==> src/rtl/bd8_pkg.sv <==
// Shared encodings and default timing for the BD8 flash arbiter.
package bd8_pkg;

    // OWNER output and FSM state share one encoding.
    typedef enum logic [1:0] {
        OWNER_IDLE  = 2'b00,
        OWNER_EMU   = 2'b01,
        OWNER_MPSSE = 2'b10,
        OWNER_GAP   = 2'b11
    } owner_e;

    localparam int DEF_TURNAROUND   = 8;
    localparam int DEF_IDLE_TIMEOUT = 48000;
    localparam int DEF_SYNC_STAGES  = 2;

    function automatic int max_int(input int a, input int b);
        return (a > b) ? a : b;
    endfunction

endpackage

==> src/rtl/bd8_sync.sv <==
// Multi-flop synchroniser for single-bit control signals arriving from another clock domain.
module bd8_sync #(
    parameter int   STAGES    = 2,
    parameter logic RESET_VAL = 1'b1
) (
    input  logic MCLK,
    input  logic nRESET,
    input  logic d,
    output logic q
);

    logic [STAGES-1:0] chain;

    always_ff @(posedge MCLK or negedge nRESET) begin
        if (!nRESET) begin
            chain <= {STAGES{RESET_VAL}};
        end else begin
            // NOTE: non-blocking, so each stage captures its neighbour's pre-edge value.
            chain <= {chain[STAGES-2:0], d};
        end
    end

    assign q = chain[STAGES-1];

endmodule

==> src/rtl/bd8_flash_arbiter.sv <==
// Shares one SPI flash between the emulator core and the FT232 MPSSE host.
// The registered owner drives a combinational pin mux; a deselect gap separates owners.
module bd8_flash_arbiter
    import bd8_pkg::*;
#(
    parameter int TURNAROUND   = DEF_TURNAROUND,
    parameter int IDLE_TIMEOUT = DEF_IDLE_TIMEOUT,
    parameter int SYNC_STAGES  = DEF_SYNC_STAGES
) (
    input  logic       MCLK,
    input  logic       nRESET,
    input  logic       PWRSTAT,
    input  logic       nEMU_REQ,
    output logic       nEMU_GNT,
    input  logic       EMU_nCS,
    input  logic       EMU_MOSI,
    input  logic       EMU_CLK,
    output logic       EMU_MISO,
    input  logic       nMPSSE_REQ,
    output logic       nMPSSE_GNT,
    input  logic       MPSSE_nCS,
    input  logic       MPSSE_MOSI,
    input  logic       MPSSE_CLK,
    output logic       MPSSE_MISO,
    output logic       nROMCS,
    output logic       ROMMOSI,
    output logic       ROMCLK,
    input  logic       ROMMISO,
    output logic       nWP,
    output logic [1:0] OWNER,
    output logic       TIMEOUT_FLAG
);

    localparam int CNT_MAX = max_int(TURNAROUND, IDLE_TIMEOUT);
    localparam int CNT_W   = $clog2(CNT_MAX + 1);
    localparam logic [CNT_W-1:0] GAP_LAST  = CNT_W'(TURNAROUND - 1);
    localparam logic [CNT_W-1:0] IDLE_LAST = CNT_W'(IDLE_TIMEOUT - 1);

    owner_e           state;
    owner_e           state_nx;
    logic [CNT_W-1:0] gap_cnt;
    logic [CNT_W-1:0] gap_cnt_nx;
    logic [CNT_W-1:0] idle_cnt;
    logic [CNT_W-1:0] idle_cnt_nx;
    logic             revoke;
    logic             mpsse_req_n_s;
    logic             mpsse_ncs_s;
    logic             emu_wait;
    logic             mpsse_wait;

    bd8_sync #(.STAGES(SYNC_STAGES), .RESET_VAL(1'b1)) u_sync_req (
        .MCLK   (MCLK),
        .nRESET (nRESET),
        .d      (nMPSSE_REQ),
        .q      (mpsse_req_n_s)
    );

    bd8_sync #(.STAGES(SYNC_STAGES), .RESET_VAL(1'b1)) u_sync_ncs (
        .MCLK   (MCLK),
        .nRESET (nRESET),
        .d      (MPSSE_nCS),
        .q      (mpsse_ncs_s)
    );

    assign emu_wait   = ~nEMU_REQ;
    assign mpsse_wait = ~mpsse_req_n_s;

    always_comb begin
        // NOTE: every signal written here gets a default first, so no path can infer a latch.
        state_nx    = state;
        gap_cnt_nx  = '0;
        idle_cnt_nx = '0;
        revoke      = 1'b0;
        case (state)
            OWNER_IDLE: begin
                if (emu_wait && mpsse_wait) begin
                    state_nx = PWRSTAT ? OWNER_MPSSE : OWNER_EMU;
                end else if (emu_wait) begin
                    state_nx = OWNER_EMU;
                end else if (mpsse_wait) begin
                    state_nx = OWNER_MPSSE;
                end
            end
            OWNER_EMU: begin
                // A dropped request only takes effect once the current frame has ended.
                if (!emu_wait && EMU_nCS) begin
                    state_nx = OWNER_GAP;
                end
            end
            OWNER_MPSSE: begin
                if (!mpsse_wait && mpsse_ncs_s) begin
                    state_nx = OWNER_GAP;
                end else if (mpsse_ncs_s && emu_wait) begin
                    // Stalled host between frames while the emulator waits: count towards revoke.
                    if (idle_cnt >= IDLE_LAST) begin
                        state_nx = OWNER_GAP;
                        revoke   = 1'b1;
                    end else begin
                        idle_cnt_nx = idle_cnt + 1'b1;
                    end
                end
            end
            OWNER_GAP: begin
                if (gap_cnt >= GAP_LAST) begin
                    state_nx = OWNER_IDLE;
                end else begin
                    gap_cnt_nx = gap_cnt + 1'b1;
                end
            end
            default: state_nx = OWNER_IDLE;
        endcase
    end

    always_ff @(posedge MCLK or negedge nRESET) begin
        if (!nRESET) begin
            state        <= OWNER_IDLE;
            gap_cnt      <= '0;
            idle_cnt     <= '0;
            TIMEOUT_FLAG <= 1'b0;
            nEMU_GNT     <= 1'b1;
            nMPSSE_GNT   <= 1'b1;
            nWP          <= 1'b0;
        end else begin
            state      <= state_nx;
            gap_cnt    <= gap_cnt_nx;
            idle_cnt   <= idle_cnt_nx;
            nEMU_GNT   <= (state_nx != OWNER_EMU);
            nMPSSE_GNT <= (state_nx != OWNER_MPSSE);
            nWP        <= (state_nx == OWNER_MPSSE);
            if (revoke) begin
                TIMEOUT_FLAG <= 1'b1;
            end
        end
    end

    assign OWNER = state;

    // Mux select is the registered owner only; MPSSE data lines pass through unsynchronised.
    always_comb begin
        nROMCS     = 1'b1;
        ROMCLK     = 1'b0;
        ROMMOSI    = 1'b0;
        EMU_MISO   = 1'b0;
        MPSSE_MISO = 1'b0;
        case (state)
            OWNER_EMU: begin
                nROMCS   = EMU_nCS;
                ROMCLK   = EMU_CLK;
                ROMMOSI  = EMU_MOSI;
                EMU_MISO = ROMMISO;
            end
            OWNER_MPSSE: begin
                nROMCS     = MPSSE_nCS;
                ROMCLK     = MPSSE_CLK;
                ROMMOSI    = MPSSE_MOSI;
                MPSSE_MISO = ROMMISO;
            end
            default: ;
        endcase
    end

endmodule
==> config.mk <==
export PLATFORM = sky130hd
export DESIGN_NAME = bd8_flash_arbiter
export DESIGN_NICKNAME = d
export VERILOG_FILES = /design/src/rtl/bd8_pkg.sv /design/src/rtl/bd8_sync.sv /design/src/rtl/bd8_flash_arbiter.sv
export SDC_FILE = /design/constraint.sdc
export NUM_CORES = 1
export LEC_CHECK = 0
export ABC_AREA = 1
export ABC_CLOCK_PERIOD_IN_PS = 1900
export BUFFER_PORTS_ARGS = -buffer_cell sky130_fd_sc_hd__buf_4
export CELL_PAD_IN_SITES_DETAIL_PLACEMENT = 0
export CELL_PAD_IN_SITES_GLOBAL_PLACEMENT = 1
export CORE_ASPECT_RATIO = 0.5
export CORE_MARGIN = 10
export CORE_UTILIZATION = 44
export CTS_CLUSTER_DIAMETER = 150
export DETAILED_ROUTE_END_ITERATION = 12
export GPL_TIMING_DRIVEN = 0
export PLACE_DENSITY_LB_ADDON = 0.1
export SETUP_SLACK_MARGIN = 0.3
export SKIP_LAST_GASP = 1
export SLEW_MARGIN = 0
export SYNTH_ARGS = -nofsm -noshare
export SYNTH_HDL_FRONTEND = slang
export SYNTH_SLANG_ARGS = --single-unit
==> constraint.sdc <==
create_clock -name MCLK -period 1.9 [get_ports MCLK]
set_clock_uncertainty 0.1 [all_clocks]
set_input_delay 0.38 -clock MCLK [delete_from_list [all_inputs] [get_ports MCLK]]
set_output_delay 0.38 -clock MCLK [all_outputs]
set_load 0.05 [all_outputs]
==> flow_summary.toml, run 1 <==
[finish]
final_area_um2 = 2780
area_delta_synth_final_pct = 43.2
diodes = 0
layout-drive-gt1-share_pct = 50.8
stdcell_count = 312
final.fill_count = 310
nets = 275

[grt]
groute.usage.overall_pct = 10.7
overflow = 0
grt_start_max_net_pins = 43
grt_pass1_wl_mm = 6.56
first_global_vias = 1453
antenna_found_initial = 0

[place]
hpwl_mm = 2.55
port_buffers = 22
placed_cell_area_um2 = 2300
gp_congestion = 0.746
dp.cells = 285
preCtsSetupSlack_ps = 199

[clock_tree]
clock-sinks = 42
cts_root_buf = "clkbuf_8"
clock_path_buffers = 2
cts-htree-levels = 2
cts_tree = "yes"
cts_buffers = 5
path_clk_slew_ps = 70
clock_latency_ps = 280

[detailed_routing]
drt-wirelength-per-cell_um = 12.5
route.detailed.drc = 0
ant_nets = 0
viasPerCell = 4.52
wirelength_mm = 3.91
dr.pass1.iters = 4
via_count = 1410
drt_iter0_markers = 30

[logic_synthesis]
ys_seq_elements = 42
synth_xor_area_share_pct = 2.26
synthCells = 198
yosysUniqueCellTypes = 31
syn_area_um2 = 1940
synth_top_area_share_pct = 46.5
synthMuxAreaShare_pct = 0
synth_most_common_cell = "dfrtp_1"
avgSynthCellArea_um2 = 9.79
synth-edff-count = 0
synthSimpleGateAreaFrac_pct = 27.3
synthFlopType = "dfrtp_1"
synth_warnings = 0
synth_top_family_by_area = "simple AND/OR/NAND/NOR gates"
synthArstFlopShare_pct = 100
ys_seq_area_share_pct = 54.6
synth.area.top_cells = "dfrtp_1 46%, dfstp_2 8.1%, nand2_1 6.2%"
post-synth-top-area-cell = "dfrtp_1"
synth-compound-area-share_pct = 5.94
synth-adder-area-share_pct = 3.87
synthTopCellsByCount = "36 x dfrtp_1, 32 x nand2_1, 28 x nor2_1, 24 x inv_1, 9 x nand2_2"

[sta]
tightestPinTransition_ps = 526
maxSlewHeadroom_pct = 64.9
setup_viol = 0
min_period_ps = 1870
max_freq_mhz = 535
finalSetupTns_ps = 0
rsz0062_at_grt = "true"
finalHoldViolations = 0
fin_hold_ws_ps = 98.8
drv_slew = 0
final.period_utilization_pct = 98.4
worst_slack_ps = 29.6

[die]
initial_core_util_pct = 47.7
fp-row-count = 16
die_h_um = 66.9
fp.coreArea_um2 = 4060
fp.dieW_um = 114
ios = 23
die-area_um2 = 7620

[critical_path]
worstPathArrival_ps = 1390
worstRegToRegCells = 9
ff2ff_setup_slack_ps = 140
required_ps = 1420
worstReg2RegEnd = "idle_cnt[2]"
critPathLaunchType = "flip-flop"
crit_path_end_kind = "output pin"
worst-path-max-fanout = 4
r2r-start = "OWNER[0]"
path_class = "flip-flop to output pin"

[flow_run]
cap_violations = 0

[status]
status = "complete, no violations"

[hold_path]
hp-start = "nMPSSE_REQ"
holdPathEnd = "u_sync_req.chain[0]"
hold_class = "input pin to flip-flop"
holdPathStages = 1

[power]
peakVddDrop_mv = 0.421
power_density_nw_per_um2 = 1170
leakage_nw = 1.26
-- worst max path at each step --
stage | from | endpoint | cells after the start
floorplan | OWNER[1] | ROMCLK | 4
global placement | idle_cnt[0] | idle_cnt[5] | 9
detailed placement | idle_cnt[0] | idle_cnt[5] | 9
CTS | OWNER[1] | ROMMOSI | 5
global route | OWNER[0] | ROMMOSI | 5
finish | OWNER[1] | ROMMOSI | 5
-- per-stage QoR --
| step | utilization (%) | total power, mW |
|---|---|---|
| floorplan | - | 1.94 |
| detailed placement | 56.5 | 2.24 |
| CTS | 64.6 | 3.17 |
| global route | 68.3 | 3.43 |
| global placement | 56.5 | 2.24 |
| finish | 68.3 | 3.24 |
-- worst max-delay path, cell delays in order (launching register included) --
cell,delay (ps)
dfrtp_2,440
inv_4,60
ha_4,280
inv_4,40
a21oi_4,110
buf_6,170
-- report_power, final --
part	total [mW]	leakage [nW]	switching [mW]	internal, mW
sequential	1.04	0.531	0.0523	0.985
combinational	1.56	0.670	0.927	0.637
clock	0.644	0.0575	0.277	0.367
total	3.24	1.26	1.26	1.99
-- timing repair --
action | CTS | global route
endpoints found under the setup margin | 25 | 27
hold endpoints to repair | 36 | 0
gates cloned | 1 | 0
pin swaps | 11 | 7
hold buffers | 1 | 0
resized for setup | 30 | 28
buffers inserted | 11 | 6
-- area by class of cell --
class	count	area (um^2)	area share, %
inverter	27	120	4.33
clock buffer	8	110	3.97
sequential	42	1060	38.2
multi-input combinational	139	1040	37.4
tap	54	67.6	2.43
buffer	1	11.3	0.406
timing repair buffer	41	368	13.2
-- logic make-up after synthesis --
group,after synthesis
other,1
buffers and inverters,28
xor gates and xnor gates,5
AOI/OAI and AO/OA,17
DFF,42
adders and majority gates,6
and+or+nand+nor,99
-- cells in the final DEF (no fill, tap or decap), drive strengths merged, types with 5 or more instances in the layout --
| cell type | netlist | routed |
|---|---|---|
| inv | 26 | 24 |
| buf | 1 | 41 |
| nand3 | 9 | 9 |
| clkbuf | 0 | 8 |
| dfrtp | 36 | 36 |
| dfstp | 6 | 6 |
| a21oi | 8 | 8 |
| nand2 | 43 | 43 |
| conb | 1 | 12 |
| ha | 6 | 6 |
| nor2 | 36 | 36 |
| nor3 | 5 | 5 |
-- metal layers --
| layer | track usage [%] | routed length (um) | vias up |
|---|---|---|---|
| met5 | 0 | 0 | - |
| met4 | 3.26 | 32 | 0 |
| met3 | 3.66 | 116 | 4 |
| met2 | 19.4 | 2180 | 10 |
| met1 | 11.7 | 1570 | 676 |
| li1 | - | - | 720 |
-- sequential cells by signal (all words and copies together) (netlist names) --
| signal | flops |
|---|---|
| gap_cnt | 16 |
| idle_cnt | 16 |
| OWNER | 2 |
| u_sync_ncs.chain | 2 |
| u_sync_req.chain | 2 |
| TIMEOUT_FLAG | 1 |
| nEMU_GNT | 1 |
| nMPSSE_GNT | 1 |
| nWP | 1 |
No activity file was read; power rests on OpenSTA's default activity.
==> run 2, diff against run 1 <==
GPL_ROUTABILITY_DRIVEN = 0   (was not set)
RECOVER_POWER = 100   (was not set)
==> run 2 against run 1 <==
Die area did not move. Worst setup slack is essentially flat. Sequential cell count unchanged. Sequential share of layout area increased by 0.19 points. Critical endpoint unchanged. Cell count is the same. Combinational power about the same. Cell area fell by 0.50%.
==> flow_summary.toml, run 2 (same netlist as run 1, synthesis figures left out) <==
[critical_path]
crit_path_end_kind = "output pin"
crit_start = "OWNER[1]"
required_ps = 1420
critical_path.max_stage_delay_ps = 440
crit_cells = 5
critPathMostFrequentCell = "inv_4"
path_buf_inv = 3
path_class = "flip-flop to output pin"
crit_end = "ROMMOSI"
worstRegToRegCells = 9
slowest_stage = "dfrtp_2"
worstPathArrival_ps = 1390
r2r-start = "OWNER[0]"
cp_top_family = "flip-flops"
critPathLaunchType = "flip-flop"
worstReg2RegEnd = "idle_cnt[2]"
ff2ff_setup_slack_ps = 140
worst-path-max-fanout = 4
crit_path_cell_trace = "inv_4 > ha_4 > inv_4 > a21oi_4 > buf_6"

[clock_tree]
path_clk_slew_ps = 70
clock_path_buffers = 2
clock-sinks = 42
cts-htree-levels = 2
cts_root_buf = "clkbuf_8"
cts_buffers = 5
clock_latency_ps = 280
cts_tree = "yes"

[sta]
fin_hold_ws_ps = 100
min_period_ps = 1870
maxSlewHeadroom_pct = 32.0
tightestPinTransition_ps = 1020
rsz0062_at_grt = "true"
finalSetupTns_ps = 0
drv_slew = 0
final.period_utilization_pct = 98.4
finalHoldViolations = 0
max_freq_mhz = 535
setup_viol = 0

[die]
fp.coreArea_um2 = 4060
die-area_um2 = 7620
initial_core_util_pct = 47.7
fp.dieW_um = 114
ios = 23
fp-row-count = 16
die_h_um = 66.9

[finish]
top_regs = "gap_cnt (16), idle_cnt (16)"
final_area_um2 = 2760
nets = 275
utilization_pct = 68.0
final.fill_count = 313
diodes = 0
mostFrequentLayoutCell = "dfrtp_1"
area_delta_synth_final_pct = 42.5
layout_common_cells = "34 x dfrtp_1, 24 x buf_4, 20 x nand2_1"
layout-drive-gt1-share_pct = 49.6

[hold_path]
hold_class = "input pin to flip-flop"

[detailed_routing]
route.detailed.drc = 0
drt_iter0_markers = 30
wirelength_mm = 3.91
via_count = 1415
viasPerCell = 4.54
ant_nets = 0
drt-wirelength-per-cell_um = 12.5
dr.pass1.iters = 4

[power]
leakage_nw = 1.25
combPwrFrac_pct = 48.0
total_power_mw = 3.24
power_frac_seq_pct = 32.0
pwr-share-clk_pct = 19.9
sw_frac_of_total_pct = 38.8
internal_power_mw = 1.98
peakVddDrop_mv = 0.417
p_sw_mw = 1.26
power_density_nw_per_um2 = 1170

[status]
status = "complete, no violations"

[grt]
grt_start_max_net_pins = 43
groute.usage.overall_pct = 10.7
grt_pass1_wl_mm = 6.56
overflow = 0
antenna_found_initial = 0
first_global_vias = 1453

[place]
placed_cell_area_um2 = 2300
port_buffers = 22
hpwl_mm = 2.55

[flow_run]
cap_violations = 0
[run 2: cell types whose count changed in the layout (fill, tap and decap cells not counted)]
cell      delta
buf_4        -5
clkbuf_1     +3
clkbuf_2     +1
clkbuf_4     +1
[run 2: what timing repair did]
action	CTS	global route
pin swaps	11	7
setup endpoints to repair	25	27
buffers inserted	11	6
hold buffers	1	0
cloned	1	0
resized for setup	30	28
endpoints found under the hold margin	36	0
[run 2: metrics by stage]
stage	cells	setup WS, ps
after floorplan	209	133
after global placement	285	200
after detailed placement	285	199
after CTS	306	14.3
after global routing	312	-28.0
final	312	29.7
[run 2: per-layer routing]
layer / global-route usage (%) / wire length, um
met5: 0 / 0
met4: 3.26 / 32
met3: 3.66 / 116
met2: 19.4 / 2200
met1: 11.7 / 1560
[run 2: power by group through the flow]
stage	registers [mW]	logic [mW]	clock network (mW)
final	1.04	1.56	0.645
after global routing	1.05	1.66	0.711
after CTS	1.04	1.46	0.671
after global placement	1.07	1.17	0
after floorplan	1.22	0.715	0
after detailed placement	1.07	1.17	0
[run 2: worst min path at each step]
stage                   startpoint                  end  slack [ps]  depth (start not counted)
2_1_floorplan               nRESET             OWNER[0]         -20                          0
3_3_place_gp   u_sync_ncs.chain[0]  u_sync_ncs.chain[1]         250                          0
3_5_place_dp   u_sync_ncs.chain[0]  u_sync_ncs.chain[1]         250                          0
4_1_cts                 nMPSSE_REQ  u_sync_req.chain[0]          90                          1
5_1_grt                 nMPSSE_REQ  u_sync_req.chain[0]          80                          1
6_report                nMPSSE_REQ  u_sync_req.chain[0]         100                          1
[run 2: layout make-up]
type | instances | area [um^2] | area share [%]
Sequential cell | 42 | 1060 | 38.4
Multi-Input combinational cell | 139 | 1040 | 37.6
Timing Repair Buffer | 41 | 354 | 12.8
Inverter | 27 | 120 | 4.35
Clock buffer | 8 | 110 | 3.99
Tap cell | 54 | 67.6 | 2.45
Buffer | 1 | 11.3 | 0.408
